[config.mk]
export PLATFORM = sky130hd
export DESIGN_NAME = alu_result_serializer
export DESIGN_NICKNAME = d
export VERILOG_FILES = /design/src/rtl/alu_result_serializer.sv
export SDC_FILE = /design/constraint.sdc
export NUM_CORES = 1
export LEC_CHECK = 0
export CORE_AREA = 2 2 87 89
export CTS_CLUSTER_SIZE = 8
export DETAILED_ROUTE_END_ITERATION = 12
export DIE_AREA = 0 0 89 91
export PLACE_DENSITY = 0.74
export SLEW_MARGIN = 20
export SYNTH_ARGS = -nofsm -noshare
export SYNTH_HDL_FRONTEND = slang
export SYNTH_SLANG_ARGS = --single-unit
[constraint.sdc]
create_clock -name i_clk -period 2.98 [get_ports i_clk]
set_clock_uncertainty 0.05 [all_clocks]
set_input_delay 0.596 -clock i_clk [delete_from_list [all_inputs] [get_ports i_clk]]
set_output_delay 0.596 -clock i_clk [all_outputs]
set_load 0.02 [all_outputs]
[src/rtl/alu_result_serializer.sv]
// alu_result_serializer: buffers ALU results in a small FIFO and streams each one to
// the UART TX path, LSB first. Define ALU_SER_HDR_EN to prefix every frame with HDR.
module alu_result_serializer #(
  parameter int         WIDTH = 16,
  parameter int         DEPTH = 4,
  parameter logic [7:0] HDR   = 8'hA5
) (
  input  logic             i_clk,
  input  logic             i_rst,
  input  logic             i_alu_valid,
  input  logic [WIDTH-1:0] i_alu_out,
  input  logic             i_tx_ready,
  output logic             o_tx_valid,
  output logic [7:0]       o_tx_data,
  output logic             o_full,
  output logic             o_overflow,
  output logic             o_busy
);

  localparam int PTR_W = (DEPTH > 1) ? $clog2(DEPTH) : 1;
  localparam int CNT_W = PTR_W + 1;
`ifdef ALU_SER_HDR_EN
  localparam int NBYTES = WIDTH / 8 + 1;
`else
  localparam int NBYTES = WIDTH / 8;
`endif
  localparam int BCNT_W = (NBYTES > 1) ? $clog2(NBYTES) : 1;
  localparam logic [BCNT_W-1:0] LAST_BYTE = BCNT_W'(NBYTES - 1);
  localparam logic [CNT_W-1:0]  FULL_CNT  = CNT_W'(DEPTH);

  typedef enum logic {
    IDLE = 1'b0,
    SEND = 1'b1
  } state_t;

  // Serializer state; kept as a named enum register so checkers can bind to it.
  state_t state;
  state_t state_next;

  logic [WIDTH-1:0]  mem [DEPTH];
  logic [PTR_W-1:0]  wr_ptr;
  logic [PTR_W-1:0]  rd_ptr;
  logic [CNT_W-1:0]  count;
  logic [CNT_W-1:0]  count_next;
  logic [WIDTH-1:0]  shift_reg;
  logic [BCNT_W-1:0] byte_cnt;

  logic fifo_empty;
  logic fifo_full;
  logic xfer;
  logic last_byte;
  logic pop;
  logic push;
  logic adv;
  logic shift_now;
  logic [7:0] cur_byte;

  // TX handshake: o_tx_valid/o_tx_data are held stable from the moment valid
  // rises until a cycle with i_tx_ready=1; a byte moves exactly on valid & ready.
  assign fifo_empty = (count == '0);
  assign fifo_full  = (count == FULL_CNT);
  assign xfer       = (state == SEND) & i_tx_ready;
  assign last_byte  = (byte_cnt == LAST_BYTE);
  assign o_tx_valid = (state == SEND);

  always_comb begin
    state_next = state;
    pop        = 1'b0;
    adv        = 1'b0;
    case (state)
      IDLE: begin
        if (!fifo_empty) begin
          pop        = 1'b1;
          state_next = SEND;
        end
      end
      SEND: begin
        if (xfer) begin
          if (!last_byte) begin
            adv = 1'b1;
          end else if (!fifo_empty) begin
            pop = 1'b1;
          end else begin
            state_next = IDLE;
          end
        end
      end
      default: state_next = IDLE;
    endcase
  end

  // A full FIFO still accepts when the head leaves on the same edge.
  assign push = i_alu_valid & (~fifo_full | pop);

  always_comb begin
    count_next = count;
    case ({push, pop})
      2'b10:   count_next = count + CNT_W'(1);
      2'b01:   count_next = count - CNT_W'(1);
      default: count_next = count;
    endcase
  end

`ifdef ALU_SER_HDR_EN
  // The header is byte 0 of the frame and never occupies the result register.
  assign cur_byte  = (byte_cnt == '0) ? HDR : shift_reg[7:0];
  assign shift_now = adv & (byte_cnt != '0);
`else
  logic unused_hdr;
  assign unused_hdr = ^HDR;
  assign cur_byte   = shift_reg[7:0];
  assign shift_now  = adv;
`endif

  assign o_tx_data = o_tx_valid ? cur_byte : 8'h00;

  always_ff @(posedge i_clk or posedge i_rst) begin
    if (i_rst) begin
      state <= IDLE;
    end else begin
      state <= state_next;
    end
  end

  always_ff @(posedge i_clk) begin
    if (push) begin
      mem[wr_ptr] <= i_alu_out;
    end
  end

  always_ff @(posedge i_clk or posedge i_rst) begin
    if (i_rst) begin
      wr_ptr     <= '0;
      rd_ptr     <= '0;
      count      <= '0;
      shift_reg  <= '0;
      byte_cnt   <= '0;
      o_full     <= 1'b0;
      o_overflow <= 1'b0;
      o_busy     <= 1'b0;
    end else begin
      if (push) begin
        wr_ptr <= wr_ptr + PTR_W'(1);
      end
      if (pop) begin
        rd_ptr    <= rd_ptr + PTR_W'(1);
        shift_reg <= mem[rd_ptr];
        byte_cnt  <= '0;
      end else if (adv) begin
        byte_cnt <= byte_cnt + BCNT_W'(1);
        if (shift_now) begin
          shift_reg <= shift_reg >> 8;
        end
      end
      count <= count_next;
      if (i_alu_valid & ~push) begin
        o_overflow <= 1'b1;
      end
      o_full <= (count_next == FULL_CNT);
      o_busy <= (state_next != IDLE) | (count_next != '0);
    end
  end

endmodule

* Yosys cells after proc, flatten, opt, wreduce, memory -nomap -nowiden
Memory sizes are Yosys's and may differ from the RTL's.
Index checks and enable logic that the tools add are counted.
W data, S select, Z words.
** Storage, ports and cells
- Input bits :: 20
- Logic and storage cells :: 48
- Bits in registers :: 28
- Memories :: 1
- RAM bits :: 64
- Output and inout bits :: 12
** Cells by class
- Equality and inequality tests :: 4
- Add/sub/neg operators :: 5
- Multiplexer cells :: 18
- Reductions and logical operators :: 3
- Bitwise operators :: 8
** Memories
- mem :: words 4, bits a word 16, read ports 1, clocked after Yosys merged registers in 0, wr ports 1, line 40 : logic [WIDTH-1:0] mem [DEPTH];
** Operators by type and width (number)
- $mux W16 :: 2
- $mux W1 :: 12
- $mux W8 :: 1
- $eq A3 B3 Y1 const B :: 2
- $pmux W3 S2 :: 1
- $add A2 B1 Y2 const B :: 2
- $pmux W1 S2 :: 2
- $add A3 B1 Y3 const B :: 1
- $and A1 B1 Y1 :: 3
- $logic_not A3 Y1 :: 1
- $not A1 Y1 :: 3
- $reduce_bool A3 Y1 :: 1
- $sub A3 B1 Y3 const B :: 1
- $eq A2 B1 Y1 const B :: 1
- $eq A2 B2 Y1 const B :: 1
- $or A1 B1 Y1 :: 2
- $reduce_bool A2 Y1 :: 1
- $add A1 B1 Y1 const B :: 1

* Depth between registers and ports, before layout
- Depth after elaboration :: 11
- Mapped depth :: 8
- Depth with buffers taken out :: 7

* Worst setup path after synthesis
Ideal clock, no wire load.
- Path type :: input -> register
- From :: input port i_tx_ready
- To :: register o_full
- Path buffers :: 0
- Setup time :: 0.127 ns
- Required time :: 2.803 ns
- Arrival :: 2.029 ns
- Setup slack :: 0.774 ns
- Stages on the path :: 7
- Cell sequence :: a21boi_4 > nor3_1 > fa_1 > and3b_1 > a32o_1 > a211oi_1 > o21ai_1
** On the way
- Longest elaborated chain between the ends :: 8
- Elaborated cells on any way between the ends :: 9
- Those cells by class :: eq/ne (3); mux (3); bitwise (3)
** RTL lines
- start, declared :: line 12 : input logic i_tx_ready,
- $and A1 B1 Y1 (*) :: line 62 : assign xfer = (state == SEND) & i_tx_ready;
- $mux W1 (*) :: line 78 : if (xfer) begin
- $pmux W1 S2 (*) :: line 70 : case (state)
- $or A1 B1 Y1 :: line 93 : assign push = i_alu_valid & (~fifo_full | pop);
- $and A1 B1 Y1 :: line 93
- $eq A2 B1 Y1 or $eq A2 B2 Y1 (tied branches) :: line 97 : case ({push, pop})
- $pmux W3 S2 (*) :: line 97
- $eq A3 B3 Y1 (*) :: line 159 : o_full <= (count_next == FULL_CNT);
- end signal, assigned :: line 159
- end, declared :: line 15 : output logic o_full,
Mark *: on every way between the ends. The rest lies on a longest branch, timed or not.
A chain may end at the register's enable or synchronous reset.

* Final worst setup path
Same ends and word-level chain as after synthesis.

==> flow_summary.yaml <==
cells_and_area:
  area_growth_pct: 16.83
  drive_gt1_share_pct: 16.19
  num-nets-final: 298
  multi_input_comb_area_um2: 1080
  regArea_um2: 2623
  fill_cells: 548
  final_cell_mix: "edfxtp_1, clkdlybuf4s50_1, nand2_1"
  fin_cells: 377
  largest_reg_flops: 64
  num_antenna_cells: 0
  final_common_cell: "edfxtp_1"
  finish.utilization_pct: 62.18
place:
  placedCellCount: 361
  place_hpwl_um: 4007
  place_congestion: 0.8078
  portBuffers: 31
floorplan:
  initial_utilization_pct: 53.23
  rows: 31
  io_pins: 32
  die-area_um2: 8099
  die_y_um: 91
  core_um2: 7137
  die_w_um: 89
clocking:
  clk_latency_ps: 360
  cts_resized: 0
  root_buffer: "clkbuf_8"
  cts_tree: "built"
  cts.path.max_buffers: 2
  cts_buffers: 9
  hold_buffers: 0
  ctsHtreeMaxLevel: 3
  cts_setup_buffers: 0
  cts_sinks: 92
  cts.reportedPaths.clkPinSlew_ps: 90
global_route:
  antenna_found_initial: 0
  grt_overflow_total: 0
  grt_max_degree: 35
  first_global_vias: 2032
  grt_pass1_wl_um: 10130
  track_usage_pct: 16.87
worst_setup_path:
  crit_required_ps: 3170
  worstRegToRegCells: 7
  cp_max_fo: 6
  path_class: "input port to flop"
  critPathLaunchType: "input port"
  crit_path_max_incr_delay_ps: 480
  cp_slowest_cell: "clkdlybuf4s50_1"
  path_cells: "clkdlybuf4s50_1 -> a21boi_4 -> nor3_1 -> fa_1 -> and3b_1 -> a32o_1 -> a211oi_1 -> o21ai_1"
  end_kind: "flop"
  cp.arrival_ps: 2550
synth:
  synth_cell_type_count: 36
  synthCells: 232
  async_reset_ff_share_pct: 30.43
  syn_area_um2: 3799
  yosysSeqAreaShare_pct: 69.04
  synth_nets: 257
  synth-seq-cells: 92
  synth_ff_type: "edfxtp_1"
  synth_edf_count: 64
  yosys_warnings: 0
  avgSynthCellArea_um2: 16.37
sta:
  tightest_slew_ps: 846.7
  relSlewSlack_pct: 43.56
  finalSetupViolCount: 0
  period_minus_slack_ps: 2359
  fmax_ghz: 0.4239
  hold_violations: 0
  finalCritPeriodShare_pct: 79.16
  rsz0062_at_grt: "false"
  drv_slew: 0
  tns_ps: 0
routing:
  vias_per_cell: 5.255
  drc: 0
  wl_um: 6084
  dr.pass1.iters: 4
  drtAntennaViolNets: 0
  detail_route.wl_per_cell_um: 16.14
  vias: 1981
  drt_iter0_drc: 147
power:
  power.density_nw_per_um2: 960.0
  ir_drop_uv: 499.0
  p_leak_nw: 1.647
outcome:
  status: "finished clean"
hold_path:
  hp-class: "flop to flop"
  hold_path_depth: 1
run:
  drv_cap: 0
-- cell usage after synthesis (2+ instances only) --
cell type	instances	area (um^2)
edfxtp_1	64	1922
nand2_1	30	112.6
dfrtp_1	28	700.7
o21ai_1	15	75.07
and2_1	12	75.07
mux4_2	12	270.3
mux2i_1	10	100.1
buf_2	8	40.04
nor2_1	5	18.77
o21ai_0	5	25.02
ha_1	4	50.05
inv_1	4	15.01
mux4_1	4	105.1
buf_6	3	33.78
nand3_1	3	15.01
xnor2_1	3	26.28
nand2b_1	2	12.51
xor2_1	2	17.52
-- power by group --
| group | internal (W) | switching [W] | total (W) |
|---|---|---|---|
| Sequential | 0.00173 | 0.000267 | 0.00200 |
| Clock | 0.000399 | 0.000448 | 0.000847 |
| Combinational | 0.000719 | 0.000698 | 0.00142 |
| Total | 0.00285 | 0.00141 | 0.00426 |
-- through the flow --
step / setup WS (ps) / instance area (um^2) / hold slack (ps) / total power (W)
2_1_floorplan: 774.5 / 3799 / 442.6 / 0.003014
3_3_place_gp: 308.2 / 4234 / 407.8 / 0.003421
3_5_place_dp: 257.9 / 4234 / 422.0 / 0.003471
4_1_cts: 626.6 / 4438 / 443.2 / 0.004314
5_1_grt: 511.8 / 4438 / 474.2 / 0.004532
6_report: 621.1 / 4438 / 433.6 / 0.004260
-- path summary, 6_finish.rpt --
check	start	slack (ps)	endpoint
hold reg to reg	o_overflow$_DFFE_PP0P_	430	o_overflow$_DFFE_PP0P_
setup reg to reg	count[2]$_DFF_PP0_	670	o_full$_DFF_PP0_
setup / recovery	i_tx_ready	620	o_full$_DFF_PP0_
max in group asynchronous	i_rst	2070	shift_reg[0]$_DFFE_PP0P_
min in group asynchronous	i_rst	540	o_full$_DFF_PP0_
hold / removal	o_overflow$_DFFE_PP0P_	430	o_overflow$_DFFE_PP0P_
-- area by class of cell --
type                            instances  share of cell area (%)
Clock buffer                            9                   2.791
Clock inverter                          7                   1.804
Inverter                                4                  0.3383
Multi-Input combinational cell        124                   24.33
Sequential cell                        92                   59.09
Tap cell                               99                   2.791
Timing Repair Buffer                   42                   8.853
-- logic make-up (layout without fill, tap and decap cells) --
kind of cell / Yosys count / in the layout / share of synthesized area, %
AO/OA/AOI/OAI: 29 / 29 / 5.171
XOR/XNOR: 5 / 5 / 1.153
AND/OR/NAND/NOR: 59 / 59 / 7.741
multiplexers: 26 / 26 / 12.52
adder cells (fa/ha/maj): 5 / 5 / 1.845
buffers and inverters: 16 / 62 / 2.536
flip-flops: 92 / 92 / 69.04
-- critical path: cells and delay by family --
| kind | cells | cell delay (ps) |
|---|---|---|
| compound gates | 4 | 710 |
| simple gates | 2 | 300 |
| buf+inv | 1 | 480 |
| fa+ha+maj | 1 | 460 |
-- layer usage --
metal,track usage [%],up-vias,share of wire (%)
li1,-,952,-
met1,23.47,982,46
met2,26.12,42,50
met3,4.000,5,3.6
met4,6.095,0,0.79
met5,0,-,0
No activity file was read; power rests on OpenSTA's default activity.
==> edit, RTL diff (same flow settings) <==
The option `ALU_SER_HDR_EN` is turned on by a define.
--- a/src/rtl/alu_result_serializer.sv
+++ b/src/rtl/alu_result_serializer.sv
@@ -1,5 +1,7 @@
 // alu_result_serializer: buffers ALU results in a small FIFO and streams each one to
 // the UART TX path, LSB first. Define ALU_SER_HDR_EN to prefix every frame with HDR.
+`define ALU_SER_HDR_EN
+
 module alu_result_serializer #(
   parameter int         WIDTH = 16,
   parameter int         DEPTH = 4,
Function: changed (Yosys sat finds a counterexample within 4 cycles, from zero or initial values and one cycle with i_rst high).
==> edit against the original RTL <==
Fmax shrank 13%. Total power is 3.8% lower. Synthesized cell count is 2.6% higher. Setup slack lost 0.34 ns. Sequential cell count up 1. Final area is 1.1% higher. Synthesized area up 1.4%. Routed wire length is 1.4% higher. Non-clock buffer count shrank 3. Global-route usage grew 0.38 points. Critical path type is now flop to output port.
==> edit: results <==
metrics = {
    "logic_synthesis": {
        "synth.distinct_cells": 42,
        "synth_nets": 265,
        "yosys_warnings": 0,
        "synth_common_cells": "64 x edfxtp_1, 31 x nand2_1, 29 x dfrtp_1",
        "synthTopCellsByArea": "edfxtp_1 50%, dfrtp_1 19%, mux4_2 7.6%",
        "synthArstFlopShare_pct": 31.2,
        "synthFlopType": "edfxtp_1",
        "ys_seq_area_share_pct": 68.7,
    },
    "global_routing": {
        "grt_pass1_wl_um": 10200,
        "grt_use_total_pct": 17.3,
        "grt_max_degree": 37,
        "grt_pass1_vias": 1993,
        "antenna_found_initial": 0,
    },
    "placed_design": {
        "gp_congestion": 0.891,
        "dp_hpwl_um": 3980,
        "io_buffers": 31,
    },
    "clock_tree": {
        "ctsResizeCount": 0,
        "h-tree-depth": 3,
        "cts-root-buf": "clkbuf_8",
        "clk_latency_ns": 0.35,
        "clk_pin_slew_worst_paths_ns": 0.09,
    },
    "final_layout": {
        "fin_nets": 305,
        "drive_gt1_share_pct": 15.9,
    },
    "outcome": {
        "status": "finished clean",
    },
    "pwr": {
        "leakage_nw": 1.67,
        "ir_worst_vdd_mv": 0.345,
    },
    "worst_hold_path": {
        "holdCritPathClass": "flop to flop",
    },
    "critical_path": {
        "cp_max_fo": 5,
        "crit_arrival_ns": 2.05,
    },
    "sta": {
        "worst_slew_pin_slew_ns": 0.796,
    },
    "drt": {
        "dr_total_vias": 2018,
        "dr.first_iter.drc_count": 99,
        "wl_um": 6170,
        "drt_pre_antenna_iters": 4,
    },
}
## edit: cell count changes in the layout (fill, tap and decap cells not counted), moves of 2 or more
| cell | unedited run | this run |
|---|---|---|
| nor3_1 | 1 | 5 |
| inv_6 | 4 | 2 |
| o21ai_0 | 5 | 17 |
| and2_1 | 12 | 8 |
| o21a_1 | 0 | 4 |
| nand3_1 | 3 | 1 |
| and2b_1 | 0 | 2 |
| clkinv_4 | 0 | 2 |
| ha_1 | 4 | 6 |
| inv_1 | 4 | 7 |
| buf_4 | 11 | 7 |
| o21ai_1 | 15 | 0 |
## edit: final timing paths
check                       startpoint  depth (start not counted)  slack (ns)             to
setup / recovery           byte_cnt[0]                          5        0.28   o_tx_data[1]
hold reg to reg             o_overflow                          1        0.44     o_overflow
hold / removal              o_overflow                          1        0.44     o_overflow
setup reg to reg           byte_cnt[0]                          9        0.45         o_full
max in group asynchronous        i_rst                          3        2.04  shift_reg[13]
min in group asynchronous        i_rst                          3        0.56   shift_reg[2]
## edit: routing by layer
metal  GRT usage, %  share of wire (%)  vias to the layer above
met2           24.8                 47                       40
li1               -                  -                      968
met1           25.6                 48                     1002
met5              0                  0                        -
met4           7.46                1.7                        0
met3           3.73                3.5                        8
## edit: metrics by stage
stage / area, um^2 / hold slack [ns] / setup slack, ns / std cells
5_1_grt: 4490 / 0.462 / 0.168 / 382
3_3_place_gp: 4290 / 0.390 / 0.138 / 366
6_report: 4490 / 0.444 / 0.279 / 382
3_5_place_dp: 4290 / 0.424 / 0.0610 / 366
4_1_cts: 4490 / 0.451 / 0.251 / 382
2_1_floorplan: 3850 / 0.448 / 0.582 / 238
## edit: cell families (layout without fill, tap and decap cells)
kind of cell | Yosys count | count (layout) | share of synthesized area [%]
fa+ha+maj | 7 | 7 | 2.47
mux | 26 | 26 | 12.3
xor+xnor | 5 | 5 | 1.14
simple gates | 60 | 60 | 7.63
flops | 93 | 93 | 68.7
compound gates | 30 | 30 | 5.39
buf+inv | 17 | 62 | 2.40
## edit: report_power, final
group / internal [mW] / switching, mW
registers: 1.74 / 0.220
clock network: 0.341 / 0.443
logic: 0.687 / 0.674
## edit: area by class of cell
class / instances / area [um^2]
Clock buffer: 10 / 138
Clock inverter: 6 / 53.8
Timing Repair Buffer: 39 / 383
Sequential cell: 93 / 2650
Fill cell: 555 / 2650
Inverter: 7 / 26.3
Multi-Input combinational cell: 128 / 1110
Tap cell: 99 / 124
## edit: worst max-delay path, cell delays in order (launching register included)
cell and delay, ns:
dfrtp_1 0.33, inv_1 0.08, ha_1 0.26, and2b_1 0.30, and2_1 0.15, clkdlybuf4s50_1 0.59
